File: src/rtl/stream_demux_nch.sv
// stream_demux_nch: registered 1-to-N valid/ready demux with broadcast and out-of-range drop counting
module stream_demux_nch #(
    parameter int DATA_W = 8,
    parameter int N_CH   = 2,
    parameter int SEL_W  = 1
) (
    input  logic                     clk,
    input  logic                     rst,
    input  logic                     in_valid,
    output logic                     in_ready,
    input  logic [DATA_W-1:0]        in_data,
    input  logic [SEL_W-1:0]         in_sel,
    input  logic                     in_bcast,
    output logic [N_CH-1:0]          out_valid,
    input  logic [N_CH-1:0]          out_ready,
    output logic [N_CH*DATA_W-1:0]   out_data,
    output logic [7:0]               drop_cnt
);
    logic [N_CH-1:0]        r_valid;
    logic [N_CH*DATA_W-1:0] r_data;
    logic [7:0]             r_drop;
    logic [N_CH-1:0]        w_free;
    logic [N_CH-1:0]        w_hit;
    logic [N_CH-1:0]        w_load;
    logic                   w_in_range;
    logic                   w_accept;

    // one-hot decode of in_sel avoids indexing with an out-of-range select
    always_comb begin
        w_hit = '0;
        for (int k = 0; k < N_CH; k++) w_hit[k] = (32'(in_sel) == k);
    end

    assign w_free     = ~r_valid | out_ready;
    assign w_in_range = |w_hit;
    assign in_ready   = in_bcast ? &w_free : (w_in_range ? |(w_free & w_hit) : 1'b1);
    assign w_accept   = in_valid & in_ready;
    assign w_load     = {N_CH{w_accept}} & (in_bcast ? {N_CH{1'b1}} : w_hit);

    always_ff @(posedge clk or posedge rst) begin
        if (rst) begin
            r_valid <= '0;
            r_data  <= '0;
        end else begin
            for (int k = 0; k < N_CH; k++) begin
                if (w_load[k]) begin
                    r_valid[k]                  <= 1'b1;
                    r_data[k*DATA_W +: DATA_W]  <= in_data;
                end else if (out_ready[k]) begin
                    r_valid[k] <= 1'b0;
                end
            end
        end
    end

    always_ff @(posedge clk or posedge rst) begin
        if (rst)
            r_drop <= '0;
        else if (w_accept && !in_bcast && !w_in_range && r_drop != 8'hFF)
            r_drop <= r_drop + 8'd1;
    end

    assign out_valid = r_valid;
    assign out_data  = r_data;
    assign drop_cnt  = r_drop;
endmodule

File: config.mk
export PLATFORM = sky130hd
export DESIGN_NAME = stream_demux_nch
export DESIGN_NICKNAME = d
export VERILOG_FILES = /design/src/rtl/stream_demux_nch.sv
export SDC_FILE = /design/constraint.sdc
export NUM_CORES = 1
export LEC_CHECK = 0
export BUFFER_PORTS_ARGS = -buffer_cell sky130_fd_sc_hd__buf_4
export CAP_MARGIN = 40
export CORE_MARGIN = 2
export CORE_UTILIZATION = 40
export CTS_CLUSTER_DIAMETER = 60
export DETAILED_ROUTE_END_ITERATION = 8
export PLACE_DENSITY_LB_ADDON = 0.3
export SLEW_MARGIN = 10
export SYNTH_ARGS = -nofsm -noshare
export SYNTH_HDL_FRONTEND = slang
export SYNTH_SLANG_ARGS = --single-unit
File: constraint.sdc
create_clock -name clk -period 2.65 [get_ports clk]
set_input_delay 0.53 -clock clk [delete_from_list [all_inputs] [get_ports clk]]
set_output_delay 0.53 -clock clk [all_outputs]
set_load 0.01 [all_outputs]
After elaboration in Yosys (flattened, before gate mapping) --
Index checks and enable logic that the tools add are counted.
Word-level totals: register bits 18, input bits 15, output and inout bits 27, logic and storage cells 20
Operators by class: mux-type cells 6, reduce and logical (&&, ||, !) cells 4, bitwise gates (word level) 6
Operators by type and width (count):
- 2-to-1 mux 1 bit | 5
- bitwise AND 2 bit | 2
- nonzero test 2 bit | 2
- 2-to-1 mux 2 bit | 1
- NOT 2 bit | 1
- OR 2 bit | 1
- AND reduction 2 bit | 1
- OR reduction 2 bit | 1
- bitwise AND 1 bit | 1
- NOT 1 bit | 1

Longest topological paths before layout --
Gate-level depths: netlist of the first run.
depth in word-level cells 8, mapped depth 3, mapped depth without buffers 3

Least setup slack after synthesis of the first run --
No wires, ideal clock.
path type input to output, start in out_ready[0], end out in_ready, cell stages on the path 3, data required time 2120 ps, setup slack 958 ps, arrival time 1162 ps, path buffers 0, path through and2b_4 > a21oi_1 > or2_2
Between the ends: longest elaborated chain between the ends 4, elaborated cells between the ends (all ways) 5, classes of those cells mux (1); bitwise (2); reduce/logical (2)
RTL lines:
- start, declared | line 15 | input logic [N_CH-1:0] out_ready,
- OR 2 bit (*) | line 34 | assign w_free = ~r_valid | out_ready;
- bitwise AND 2 bit | line 36 | assign in_ready = in_bcast ? &w_free : (w_in_range ? |(w_free & w_hit) : 1'b1);
- OR reduction 2 bit | line 36
- 2-to-1 mux 1 bit (*) | line 36
- end, declared | line 10 | output logic in_ready,
Mark *: on every way between the ends. The rest lies on a longest branch, timed or not.

Final worst setup path of the first run --
start reg r_valid[1] (netlist: out_valid[1]), end out in_ready
Between the ends: longest elaborated chain between the ends 5, elaborated cells between the ends (all ways) 6, classes of those cells mux (1); bitwise (3); reduce/logical (2)
RTL lines:
- start, declared | line 19 | logic [N_CH-1:0] r_valid;
- start signal, assigned | line 42 | r_valid <= '0;
- start signal, assigned by index | line 47 | r_valid[k] <= 1'b1;
- start signal, assigned by index | line 50 | r_valid[k] <= 1'b0;
- NOT 2 bit (*) | line 34
- OR 2 bit (*) | line 34
- bitwise AND 2 bit | line 36
- OR reduction 2 bit | line 36
- 2-to-1 mux 1 bit (*) | line 36
Marked as above.

==> impl_metrics.csv, run 1 <==
group,metric,value,unit
timing,fin_crit,2000,ps
drt,routed_wirelength,1418,um
clocking,cts.clk_slew.worst_paths,100,ps
timing,finalHoldViolations,0,
logic_synthesis,synthArstFlopShare,100.0,%
drt,top_layer,"met4",
drt,drt.antenna.violating_nets,0,
clocking,cts_tree,"done",
logic_synthesis,ys_top_cells_by_area,"dfrtp_1 56%, mux2_2 22%, buf_4 7.4%, a211oi_4 2.5%, nand2b_4 1.7%",
timing,slew_headroom,54.74,%
timing,skew,3.317,ps
layout,antenna_cells,0,
placement,dpl_cell_area,1057,sq um
layout,fin_nets,109,
timing,worst_pin_slew,678.1,ps
clocking,cts-root-buf,"clkbuf_4",
timing,tns,0,ps
power,power.leakage,0.5246,nW
layout,final_core_utilization,56.31,%
die,die_area,2400,sq um
global_route,grt_pass1_wl,2449,um
layout,instances_no_fill,120,
logic_synthesis,synth-seq-area-share,55.64,%
global_route,grt-ovfl-total,0,
logic_synthesis,synthTopCellsByCount,"18 x dfrtp_1, 16 x mux2_2, 8 x buf_4, 2 x or2_2",
global_route,grt_max_degree,19,
timing,timing.fmax,500.1,MHz
outcome,status,"finished clean",
drt,dr_wl_met2,704,um
worst_setup_path,cpMaxStageDelayCell,"dfrtp_1",
layout,design_area,1094,sq um
placement,dp.cells,116,
drt,wl_met3,139,um
worst_setup_path,worstSetupStartpointType,"flip-flop",
die,ios,42,
power,ir_worst_vdd,0.0004417,V
worst_setup_path,critical_path_class,"reg2out",
drt,drt-initial-drc-count,2,
drt,post_drt_wl_per_cell,11.82,um
logic_synthesis,ys.flop_type,"dfrtp_1",
placement,place_congestion,0.7068,
placement,hpwl,1122,um
timing,setup_ws,650.3,ps
power,power_density,706.2,nW/um^2
global_route,antenna_found_initial,0,
global_route,grt_usage,12.94,%
die,core_area,1942,sq um
clocking,cts_sinks,18,
global_route,grt_pass1_vias,561,
die,rows,16,
drt,drc_errors,0,
placement,io_buffers,33,
clocking,cts_setup_buffers,0,
worst_hold_path,min-delay-path-class,"in2async",
clocking,clk_path_buf_depth,2,
timing,setup_viol,0,
worst_setup_path,crit_path_max_fanout,3,
layout,area_growth,35.09,%
die,die_w,48.99,um
drt,vias,544,
worst_setup_path,worstPathRequired,2120,ps
drt,via_per_inst,4.533,
layout,drive_gt1_share,64.52,%
logic_synthesis,syn_area,809.5,sq um
worst_setup_path,max_stage_delay,370,ps
logic_synthesis,syn_avg_cell_area,14.20,sq um
logic_synthesis,syn_inst,57,
worst_setup_path,worstPathCellList,"nor2b_1 > a21oi_1 > or2_2 > buf_4",
die,initial_core_util,41.69,%
drt,wl_met1,568,um
clocking,clock_latency,290,ps
timing,worst_hold_slack,338.2,ps
logic_synthesis,synth_area_leader_cell,"dfrtp_1",
drt,dr.pass1.iters,2,
clocking,postCtsHoldBufs,0,
die,die_height,48.99,um
timing,maxSlewViolCount,0,
worst_setup_path,cp.arrival,1470,ps
logic_synthesis,synth.distinct_cells,17,
job,cap_viol_max_count,0,
clocking,cts-resized-gates,0,
placement,pre_cts_ws,700.3,ps
power,p_total,0.7723,mW
logic_synthesis,synth_edf_count,0,
logic_synthesis,ys_ff_latch,18,
clocking,cts_buffers,3,
worst_setup_path,end_kind,"output pin",
logic_synthesis,synth_top_area_share,55.64,%
timing,final.period_utilization,75.46,%
timing,rsz0062_at_grt,"false",
clocking,htreeDepth,1,
logic_synthesis,synth_most_common_cell,"dfrtp_1",
logic_synthesis,ys_warn_count,0,
==> placed cells by master, fill, tap and decap left out <==
cell type  instances
nand2b_4           1
mux2_2            16
dfrtp_1           18
nor3_1             1
or2_2              2
nand3b_1           1
conb_1             8
nand4_2            1
inv_1              1
a21oi_1            1
o21ai_2            1
nor2b_1            1
buf_4             33
and2b_4            1
clkbuf_4           3
clkbuf_8           1
a211oi_4           1
nand2b_1           1
nand2_1            1
==> state kept, by name (all words and copies together), names as in the netlist <==
| name | count |
|---|---|
| out_data | 16 |
| out_valid | 2 |
==> path summary, 6_finish.rpt <==
path | startpoint | cells past startpoint | slack, ps | end
max | out_valid[1] | 4 | 650 | in_ready
min | rst | 2 | 340 | out_data[14]
max reg2reg | out_valid[0] | 3 | 1060 | out_data[12]
min reg2reg | out_data[2] | 1 | 510 | out_data[2]
max in group asynchronous | rst | 2 | 1880 | out_data[13]
min in group clk | in_data[4] | 2 | 480 | out_data[4]
==> final cells by class <==
type                    count  area [sq um]
clock buffers               4         36.28
fillers                   165         848.3
inverters                   1         3.754
multi-input cells          37         321.6
flip-flops and latches     18         450.4
well taps                  27         33.78
repair buffers             33         247.7
==> critical path: cells and delay by family (launching register included) <==
family,cells,cell delay (ps)
flip-flops,1,370
buffers and inverters,1,140
AO/OA/AOI/OAI,1,70
AND/OR/NAND/NOR,2,610
==> where the power goes <==
group	leakage [nW]	switching [mW]	internal [mW]
Clock	0.0210	0.0801	0.0836
Combinational	0.292	0.101	0.144
Sequential	0.211	0.0305	0.333
Total	0.525	0.211	0.561
==> cell families after synthesis <==
| logic type | Yosys count | share of synthesized area (%) |
|---|---|---|
| other cells | 1 | 0.4632 |
| flops | 18 | 55.64 |
| buf+inv | 9 | 7.882 |
| compound gates | 3 | 4.173 |
| mux | 16 | 22.26 |
| simple gates | 10 | 9.582 |
==> routing by layer <==
metal | up-vias | global-route usage [%]
met5 | - | 0
met2 | 32 | 22.83
met1 | 258 | 15.03
met3 | 2 | 3.681
li1 | 252 | -
met4 | 0 | 4.286
Note: power is estimated with default switching activity, not from simulation.
==> run 2: changes to the inputs <==
Settings changed: ABC_AREA set to 1.
Clock period 2.65 ns to 2 ns, I/O delays scaled along.
==> impl_metrics.csv, run 2 <==
group,metric,value,unit
outcome,status,"finished clean",
global_route,grt_pass1_wl,3160,um
layout,fin_nets,148,
logic_synthesis,ys_top_cells_by_area,"dfrtp_1 52%, nand2_1 16%, nand4_1 11%, buf_4 7.7%, nand4_2 2.9%",
die,die_w,50.73,um
global_route,grt-ovfl-total,0,
layout,mostFrequentLayoutCell,"nand2_1",
drt,dr_wl_met2,915,um
timing,worst_pin_slew,641.5,ps
worst_setup_path,end_kind,"output pin",
layout,mostFrequentLayoutCells,"37 x nand2_1, 33 x buf_4, 18 x dfrtp_1",
die,die_area,2573,sq um
drt,via_per_inst,4.635,
power,ir_worst_vdd,0.0004563,V
logic_synthesis,syn_avg_cell_area,8.822,sq um
worst_setup_path,startpoint,"out_valid[1]",
clocking,clk_path_buf_depth,2,
clocking,cts-resized-gates,0,
logic_synthesis,synth_most_common_cell,"nand2_1",
drt,dr.pass1.iters,4,
drt,drt.antenna.violating_nets,0,
drt,wl_met1,778,um
drt,post_drt_wl_per_cell,11.52,um
clocking,clock_latency,290,ps
drt,drc_errors,0,
global_route,grt_pass1_vias,719,
logic_synthesis,synth.distinct_cells,15,
clocking,cts.clk_slew.worst_paths,100,ps
clocking,htreeDepth,1,
worst_setup_path,critical_path_class,"reg2out",
clocking,cts_buffers,3,
die,ios,42,
timing,fin_crit,1786,ps
worst_setup_path,cp.arrival,1390,ps
worst_setup_path,r2r_start,"out_valid[1]",
clocking,cts-root-buf,"clkbuf_4",
clocking,cts_setup_buffers,0,
timing,rsz0062_at_grt,"false",
layout,drive_gt1_share,34.09,%
power,power.leakage,0.6380,nW
clocking,postCtsHoldBufs,0,
power,power_density,895.4,nW/um^2
placement,place_congestion,0.7118,
logic_synthesis,ys.flop_type,"dfrtp_1",
global_route,antenna_found_initial,0,
global_route,grt_max_degree,19,
placement,hpwl,1404,um
timing,slew_headroom,57.19,%
logic_synthesis,synth_edf_count,0,
drt,routed_wirelength,1832,um
timing,skew,3.058,ps
timing,tns,0,ps
layout,antenna_cells,0,
logic_synthesis,synth-seq-area-share,51.58,%
worst_hold_path,min-delay-path-class,"in2async",
layout,largest_reg_flops,16,
timing,finalHoldViolations,0,
worst_setup_path,worstPathRequired,1600,ps
logic_synthesis,syn_inst,99,
timing,final.period_utilization,89.30,%
die,die_height,50.73,um
clocking,cts_tree,"done",
layout,area_growth,29.80,%
drt,vias,737,
logic_synthesis,synthTopCellsByCount,"37 x nand2_1, 18 x dfrtp_1, 16 x nand4_1, 9 x buf_4, 6 x inv_1",
die,core_area,2002,sq um
job,cap_viol_max_count,0,
drt,drt-initial-drc-count,31,
clocking,cts_sinks,18,
logic_synthesis,synth_area_leader_cell,"dfrtp_1",
timing,maxSlewViolCount,0,
die,rows,16,
placement,io_buffers,33,
logic_synthesis,synth_top_area_share,51.58,%
timing,timing.fmax,559.9,MHz
worst_setup_path,crit_path_max_fanout,17,
logic_synthesis,ys_warn_count,0,
timing,setup_viol,0,
layout,nFillCells,202,
logic_synthesis,synthArstFlopShare,100.0,%
die,initial_core_util,43.63,%
drt,wl_met3,124,um
worst_setup_path,worstSetupStartpointType,"flip-flop",
global_route,grt_usage,16.59,%
layout,final_core_utilization,56.63,%
logic_synthesis,syn_area,873.3,sq um
power,p_total,1.015,mW
logic_synthesis,ys_ff_latch,18,
drt,top_layer,"met4",
-- run 2: cell count changes after synthesis, sizes merged, moves of 2 or more --
cell / before / now
nand4: 1 / 18
nand2b: 2 / 0
nand2: 1 / 38
buf: 8 / 11
inv: 1 / 7
nor2: 0 / 5
or2: 2 / 0
mux2: 16 / 0
-- run 2: area by class of cell --
class | instances | area [sq um] | share of cell area [%]
Inverter | 7 | 26.28 | 2.318
Timing Repair Buffer | 33 | 247.7 | 21.85
Sequential cell | 18 | 450.4 | 39.74
Clock buffer | 4 | 36.28 | 3.201
Multi-Input combinational cell | 70 | 339.1 | 29.91
Tap cell | 27 | 33.78 | 2.980
-- run 2: metrics by stage --
stage / hold slack (ps) / worst slack (ps) / std cells / instance area (sq um)
global placement: 465.2 / 401.9 / 155 / 1097
detailed placement: 468.7 / 366.5 / 155 / 1097
CTS: 202.3 / 204.6 / 159 / 1134
finish: 188.9 / 214.0 / 159 / 1134
global route: 227.7 / 105.0 / 159 / 1134
floorplan: 338.6 / 680.4 / 106 / 899.6
-- run 2: where the power goes --
part | switching (mW) | internal (mW)
combinational | 0.166 | 0.152
sequential | 0.0417 | 0.436
clock | 0.108 | 0.111
total | 0.316 | 0.699
-- run 2: per-layer routing --
metal	global-route usage (%)	vias to the layer above
met5	0	-
met3	3.274	2
li1	-	376
met2	28.95	29
met1	19.89	330
met4	6.757	0
-- run 2: critical path, stage by stage, from the launching register on --
cell and delay, ps:
dfrtp_1 390, nand2_1 160, nor2_2 70, nor2_4 300
buf_4 190
-- run 2: kinds of logic after synthesis --
kind of cell | count (synthesis) | synth area share [%]
AND/OR/NAND/NOR | 62 | 35.39
flip-flops | 18 | 51.58
buffers and inverters | 18 | 12.61
other | 1 | 0.4294
-- run 2: path summary, 6_finish.rpt --
kind,endpoint,slack (ps),cells past startpoint
worst min-delay path,out_data[8],190,2
min in group clk,out_data[11],360,3
worst max-delay path,in_ready,210,4
worst max register to register,out_data[5],790,5
worst min register to register,out_data[14],490,2
max in group asynchronous,out_data[5],1400,2
==> run 3: changes to the inputs <==
==> constraint.sdc (replaced) <==
create_clock -name clk -period 2 [get_ports clk]
set_input_delay 0.4 -clock clk [delete_from_list [all_inputs] [get_ports clk]]
set_output_delay 0.4 -clock clk [all_outputs]
set_load 0.005 [all_outputs]
==> impl_metrics.csv, run 3 (synthesis results as in run 2) <==
group,metric,value,unit
layout,mostFrequentLayoutCells,"37 x nand2_1, 33 x buf_4, 18 x dfrtp_1",
layout,area_growth,28.22,%
worst_setup_path,worstSetupStartpointType,"flip-flop",
power,switchingPower,0.2771,mW
worst_setup_path,critPathBufInv,1,
layout,fin_nets,148,
clocking,postCtsHoldBufs,0,
die,die_height,50.73,um
clocking,cts_tree,"done",
drt,drt.antenna.violating_nets,0,
timing,final.period_utilization,88.82,%
timing,timing.fmax,562.9,MHz
global_route,grt_pass1_vias,709,
layout,mostFrequentLayoutCell,"nand2_1",
global_route,grt_pass1_wl,3132,um
die,core_area,2002,sq um
global_route,antenna_found_initial,0,
power,power.internal,0.6559,mW
job,cap_viol_max_count,0,
clocking,clk_path_buf_depth,2,
placement,place_congestion,0.7298,
clocking,cts.clk_slew.worst_paths,100,ps
global_route,top_usage_layer,"met2",
timing,finalHoldViolations,0,
power,seq_power_share,51.2,%
worst_setup_path,end_kind,"output pin",
timing,fin_crit,1776,ps
die,die_area,2573,sq um
timing,tns,0,ps
layout,largest_reg_flops,16,
placement,io_buffers,33,
drt,drt-initial-drc-count,16,
power,switching_share,29.70,%
timing,maxSlewViolCount,0,
worst_setup_path,max_stage_delay,400,ps
timing,setup_viol,0,
layout,antenna_cells,0,
power,share_comb_of_total_power,30.2,%
power,power.leakage,0.6308,nW
timing,rsz0062_at_grt,"false",
power,clkPwrFrac,18.6,%
clocking,htreeDepth,1,
clocking,cts-root-buf,"clkbuf_4",
die,initial_core_util,43.63,%
outcome,status,"finished clean",
global_route,grt_util_met1,20.11,%
drt,vias,724,
timing,skew,0.5294,ps
worst_setup_path,cp.arrival,1380,ps
die,ios,42,
clocking,cts-resized-gates,0,
worst_setup_path,worstPathCellList,"nand2_1 > nor2_2 > nor2_4 > buf_4",
power,ir_worst_vdd,0.0004686,V
die,rows,16,
drt,post_drt_wl_per_cell,11.22,um
global_route,met3_usage,2.976,%
worst_setup_path,worstPathRequired,1600,ps
global_route,grt-ovfl-total,0,
global_route,grt_max_degree,19,
worst_hold_path,min-delay-path-class,"in2async",
clocking,clock_latency,280,ps
global_route,use_met2,28.29,%
power,power_density,833.2,nW/um^2
global_route,grt_usage,16.03,%
die,die_w,50.73,um
worst_setup_path,cpMaxStageDelayCell,"dfrtp_1",
clocking,cts_buffers,3,
power,p_total,0.9330,mW
worst_setup_path,crit_family,"simple AND/OR/NAND/NOR gates",
worst_setup_path,crit_path_max_fanout,17,
placement,hpwl,1404,um
clocking,cts_setup_buffers,0,
drt,drc_errors,0,
timing,slew_headroom,57.62,%
drt,dr.pass1.iters,4,
worst_setup_path,critical_path_class,"reg2out",
drt,routed_wirelength,1772,um
clocking,cts_sinks,18,
layout,drive_gt1_share,33.59,%
timing,worst_pin_slew,635.0,ps
drt,via_per_inst,4.582,
[run 3: path summary, 6_finish.rpt]
check,start,to,slack (ps),cells after the start
setup / recovery,out_valid[1],in_ready,220,4
hold / removal,rst,out_data[8],200,2
setup reg to reg,out_valid[1],out_data[3],790,5
hold reg to reg,out_data[12],out_data[12],490,2
max in group asynchronous,rst,out_data[7],1400,2
min in group clk,in_data[3],out_data[11],370,3
[run 3: metal layers]
| layer | vias up | wire length, um |
|---|---|---|
| met5 | - | 0 |
| met4 | 0 | 12 |
| met3 | 2 | 108 |
| met2 | 27 | 878 |
| met1 | 323 | 771 |
| li1 | 372 | - |
[run 3: layout make-up]
class                      count  area (sq um)
fill                         205         882.1
sequential                    18         450.4
multi-input combinational     70         339.1
timing repair buffer          33         247.7
tap                           27         33.78
inverter                       7         26.28
clock buffer                   3         22.52
[run 3: stage by stage]
step           setup slack, ps  std cells  utilization [%]  instance area [sq um]  hold WS, ps
2_1_floorplan            685.7        106                -                  899.6        338.6
3_3_place_gp             414.2        155            54.81                   1097        465.2
3_5_place_dp             367.0        155            54.81                   1097        471.3
4_1_cts                  230.0        158            55.94                   1120        234.3
5_1_grt                  132.5        158            55.94                   1120        248.3
6_report                 223.6        158            55.94                   1120        196.3
[run 3: power groups by stage]
stage                     registers [mW]  clock network (mW)  logic (mW)
after CTS                          0.479               0.176       0.287
after floorplan                    0.488                   0       0.134
final                              0.477               0.174       0.282
after detailed placement           0.485                   0       0.286
after global routing               0.490               0.198       0.321
after global placement             0.482                   0       0.280
